`src/rtl/nand2_tt_sequencer.sv`:
```
// nand2_tt_sequencer: walks a 2-input NAND gate under test through its four
// truth-table rows, holding each row for DWELL cycles and checking O at the
// end of each row. Reports busy/done/pass and a mismatch count.
// Optional first-failure log is enabled by defining NAND2_SEQ_ERRLOG_EN.
module nand2_tt_sequencer #(
  parameter int unsigned DWELL = 50
) (
  input  logic       clk,
  input  logic       reset_n,
  input  logic       start,
  output logic       A,
  output logic       B,
  input  logic       O,
  output logic [1:0] row,
  output logic       busy,
  output logic       done,
  output logic       pass,
  output logic [2:0] err_count
`ifdef NAND2_SEQ_ERRLOG_EN
  ,
  output logic       first_fail_vld,
  output logic [1:0] first_fail_row
`endif
);

  localparam int unsigned CNT_W = 8;
  localparam logic [CNT_W-1:0] LAST_CNT = CNT_W'(DWELL - 1);

  typedef enum logic [1:0] {
    IDLE  = 2'd0,
    DRIVE = 2'd1,
    DONE  = 2'd2
  } state_t;

  state_t           state;
  logic [CNT_W-1:0] cnt;
  logic             mismatch_c;
  logic             at_last_c;

  // Gate inputs come straight from the row register: {A,B} = row
  assign A = row[1];
  assign B = row[0];

  // Observed output versus the ideal NAND of the currently driven row
  assign mismatch_c = (O != ~(A & B));
  assign at_last_c  = (cnt == LAST_CNT);

  // Sequencer FSM with all status outputs registered
  always_ff @(posedge clk) begin
    if (!reset_n) begin
      state     <= IDLE;
      row       <= 2'd0;
      cnt       <= '0;
      err_count <= 3'd0;
      busy      <= 1'b0;
      done      <= 1'b0;
      pass      <= 1'b0;
`ifdef NAND2_SEQ_ERRLOG_EN
      first_fail_vld <= 1'b0;
      first_fail_row <= 2'd0;
`endif
    end else begin
      case (state)
        IDLE, DONE: begin
          if (start) begin
            state     <= DRIVE;
            row       <= 2'd0;
            cnt       <= '0;
            err_count <= 3'd0;
            busy      <= 1'b1;
            done      <= 1'b0;
            pass      <= 1'b0;
`ifdef NAND2_SEQ_ERRLOG_EN
            first_fail_vld <= 1'b0;
            first_fail_row <= 2'd0;
`endif
          end
        end

        DRIVE: begin
          if (at_last_c) begin
            if (mismatch_c) begin
              err_count <= err_count + 3'd1;
            end
`ifdef NAND2_SEQ_ERRLOG_EN
            if (mismatch_c && !first_fail_vld) begin
              first_fail_vld <= 1'b1;
              first_fail_row <= row;
            end
`endif
            if (row == 2'd3) begin
              // Final row checked: row stays at 3 while DONE holds results
              state <= DONE;
              busy  <= 1'b0;
              done  <= 1'b1;
              pass  <= (err_count == 3'd0) && !mismatch_c;
            end else begin
              row <= row + 2'd1;
              cnt <= '0;
            end
          end else begin
            cnt <= cnt + CNT_W'(1);
          end
        end

        default: begin
          state <= IDLE;
          busy  <= 1'b0;
          done  <= 1'b0;
        end
      endcase
    end
  end

endmodule

```
`config.mk`:
```
export PLATFORM = sky130hd
export DESIGN_NAME = nand2_tt_sequencer
export DESIGN_NICKNAME = d
export VERILOG_FILES = /design/src/rtl/nand2_tt_sequencer.sv
export SDC_FILE = /design/constraint.sdc
export NUM_CORES = 1
export LEC_CHECK = 0
export CAP_MARGIN = 0
export CORE_ASPECT_RATIO = 0.9
export CORE_MARGIN = 1.5
export CORE_UTILIZATION = 52
export DETAILED_ROUTE_END_ITERATION = 16
export PLACE_DENSITY = 0.88
export SLEW_MARGIN = 40
export SYNTH_ARGS = -nofsm -noshare
export SYNTH_HDL_FRONTEND = slang
export SYNTH_SLANG_ARGS = --single-unit
```
`constraint.sdc`:
```
create_clock -name clk -period 1.5 [get_ports clk]
set_input_delay 0.3 -clock clk [delete_from_list [all_inputs] [get_ports clk]]
set_output_delay 0.3 -clock clk [all_outputs]
set_load 0.05 [all_outputs]
```
==> impl_metrics.sql <==
INSERT INTO impl_metrics (metric_group, metric, value, unit) VALUES
('sta', 'period_needed', '1.475', 'ns'),
('sta', 'hold_slack', '0.5126', 'ns'),
('sta', 'layout_worst_path_cycle_share', '98.34', '%'),
('route', 'wl_per_cell', '15.79', 'um'),
('synth', 'post-synth-top-area-cell', 'sky130_fd_sc_hd__dfxtp_1', ''),
('synth', 'ys_seq_area_share', '35.84', '%'),
('worst_setup_path', 'critPathArrivalTime', '1.66', 'ns'),
('cts', 'clk_latency', '0.30', 'ns'),
('placement', 'pre_cts_slack', '-0.1365', 'ns'),
('floorplan', 'initial_core_util', '55.89', '%'),
('cts', 'cts.root.buffer_cell', 'sky130_fd_sc_hd__clkbuf_4', ''),
('worst_setup_path', 'worst-r2r-cell-count', '5', ''),
('cts', 'cts_hold_buffers', '0', ''),
('sta', 'worst_slew_pin_slew', '0.3614', 'ns'),
('placement', 'place.detailed.instances', '150', ''),
('worst_setup_path', 'timing.rr.start', 'cnt[4]', ''),
('min_path', 'min-delay-path-class', 'reg -> reg', ''),
('worst_setup_path', 'critPathRequiredTime', '1.69', 'ns'),
('pwr', 'p_leak', '0.0005034', 'uW'),
('cts', 'cts_tree', 'built', ''),
('pwr', 'cellInternalPower', '651.6', 'uW'),
('final_layout', 'layout-drive-gt1-share', '35.88', '%'),
('route', 'via_per_inst', '5.884', ''),
('route', 'num_vias', '912', ''),
('cts', 'cts_htree_levels', '1', ''),
('floorplan', 'num_rows', '14', ''),
('final_layout', 'antenna_cells_inserted', '0', ''),
('synth', 'netlist_area', '949.7', 'um2'),
('pwr', 'sequentialPowerShare', '51.0', '%'),
('floorplan', 'pin_count', '14', ''),
('run_status', 'outcome', 'complete, no violations', ''),
('sta', 'setup_total_negative_slack', '0', 'ns'),
('min_path', 'worst_hold_path.endpoint', 'cnt[7]', ''),
('min_path', 'hold_path.startpoint', 'cnt[7]', ''),
('cts', 'cts.clk_slew.worst_paths', '0.10', 'ns'),
('route', 'drc', '0', ''),
('global_routing', 'first_global_vias', '812', ''),
('pwr', 'maximum_vdd_ir_drop', '0.6736', 'mV'),
('global_routing', 'grt_max_degree', '12', ''),
('floorplan', 'fp.dieArea', '0.002092', 'mm2'),
('cts', 'cts_buffers', '3', ''),
('worst_setup_path', 'r2r_slack', '0.02', 'ns'),
('cts', 'cts.sinks', '17', ''),
('sta', 'clock_skew', '0.001450', 'ns'),
('placement', 'gp_routability_congestion', '0.8867', ''),
('final_layout', 'layout_common_cells', 'sky130_fd_sc_hd__dfxtp_1, sky130_fd_sc_hd__buf_4, sky130_fd_sc_hd__nand2_1', ''),
('pwr', 'sw_frac_of_total', '29.94', '%'),
('min_path', 'worstHoldPathCells', '2', ''),
('route', 'antenna_violating_nets_left', '0', ''),
('worst_setup_path', 'criticalPathCategory', 'reg -> reg', ''),
('synth', 'synth-seq-cells', '17', ''),
('placement', 'placement.io_buffers', '13', ''),
('worst_setup_path', 'critical_path.endpoint_type', 'register', ''),
('final_layout', 'finalNonFillerCells', '155', ''),
('route', 'drt_iter0_markers', '42', ''),
('synth', 'synth.top_cell.area_share', '35.84', '%'),
('sta', 'finalHoldViolations', '0', ''),
('sta', 'achievable-frequency', '678.0', 'MHz'),
('global_routing', 'grt_overflow_total', '0', ''),
('sta', 'final_critical_path_setup_slack', '0.02497', 'ns'),
('synth', 'netlist_instances', '106', ''),
('worst_setup_path', 'reg2reg_to', 'cnt[2]', ''),
('sta', 'timing.final.max_slew_violations', '0', ''),
('route', 'drt_first_pass_iters', '4', ''),
('global_routing', 'number_of_antenna_violations_at_the_first_check_in_global_routing', '0', ''),
('floorplan', 'floorplan.die.width', '48.05', 'um'),
('sta', 'slew_headroom', '75.88', '%'),
('synth', 'synthesis.nets', '115', ''),
('synth', 'syn_area_per_cell', '8.959', 'um2'),
('route', 'routed_wl', '2.448', 'mm'),
('final_layout', 'areaGrowthSynthToFinish', '42.82', '%');
==> worst max-delay path, stage by stage, from the launching register on <==
cell and delay, ns:
sky130_fd_sc_hd__dfxtp_1 0.42, sky130_fd_sc_hd__nor3b_4 0.39, sky130_fd_sc_hd__nand4_1 0.21, sky130_fd_sc_hd__buf_4 0.19, sky130_fd_sc_hd__nand4b_1 0.10, sky130_fd_sc_hd__a21oi_1 0.07
==> synthesized netlist by cell type (all sizes together) <==
cell type  number
a211oi          1
a21oi           5
a311oi          2
a31o            1
a32o            1
a41oi           1
and2            1
and3            1
and3b           1
and4bb          1
buf             5
clkbuf          1
dfxtp          17
ha              5
inv             5
mux2            1
mux2i           4
nand2          14
nand2b          3
nand3           5
nand3b          3
nand4           5
nand4b          1
nor2            6
nor2b           2
nor3            1
nor3b           1
o2111ai         1
o211a           1
o21a            1
o21ai           4
o22ai           2
o31ai           1
o41ai           1
xnor2           1
==> repair_timing <==
| item | CTS | global route |
|---|---|---|
| setup endpoints to repair | 4 | 13 |
| pin swaps | 0 | 2 |
| setup buffers | 0 | 1 |
| gates resized for setup | 2 | 7 |
==> cell type report <==
cell class,count,share of cell area [%]
Clock buffer,3,1.661
Clock inverter,1,0.3690
Inverter,5,1.384
Multi-Input combinational cell,78,43.91
Sequential cell,17,25.74
Tap cell,24,2.214
Timing Repair Buffer,27,24.72
==> metrics by stage <==
stage               util [%]  area [um2]
finish                 79.82        1356
global route           79.82        1356
CTS                    77.98        1325
detailed placement     75.48        1282
global placement       75.48        1282
floorplan                  -       958.4
==> routing by layer <==
metal  share of wire (%)  vias to the layer above  GRT usage, %
li1                    -                      436             -
met1                  40                      423         29.72
met2                  52                       45         45.07
met3                 6.7                        8         6.250
met4                 1.7                        0         7.027
met5                   0                        -             0
==> worst max-delay path by stage <==
stage               startpoint      endpoint  slack (ns)
detailed placement       start        cnt[1]       -0.14
global route            cnt[1]          pass       -0.03
global placement         start        cnt[1]       -0.08
finish                  cnt[4]        cnt[2]        0.02
CTS                     row[0]        cnt[4]       0.009
floorplan               row[1]  err_count[2]        0.04
==> kinds of logic after synthesis <==
kind of cell | synth area share [%]
adder cells (fa/ha/maj) | 6.588
multiplexers | 5.402
XOR/XNOR | 0.9224
AND/OR/NAND/NOR | 27.67
AO/OA/AOI/OAI | 18.05
buffers and inverters | 5.533
flip-flops | 35.84
==> power by group through the flow <==
stage                     Sequential (uW)  Combinational [uW]  Clock [uW]
after detailed placement              485                 188           0
after global routing                  477                 215         268
after CTS                             474                 193         257
final                                 474                 202         254
after floorplan                       501                88.1           0
after global placement                484                 181           0
==> flip-flops by register name (all words and copies together), names as in the netlist <==
signal and cells:
cnt 8, state 2, busy 1, pass 1
row 2, err_count 3
Note: power is estimated with default switching activity, not from simulation.
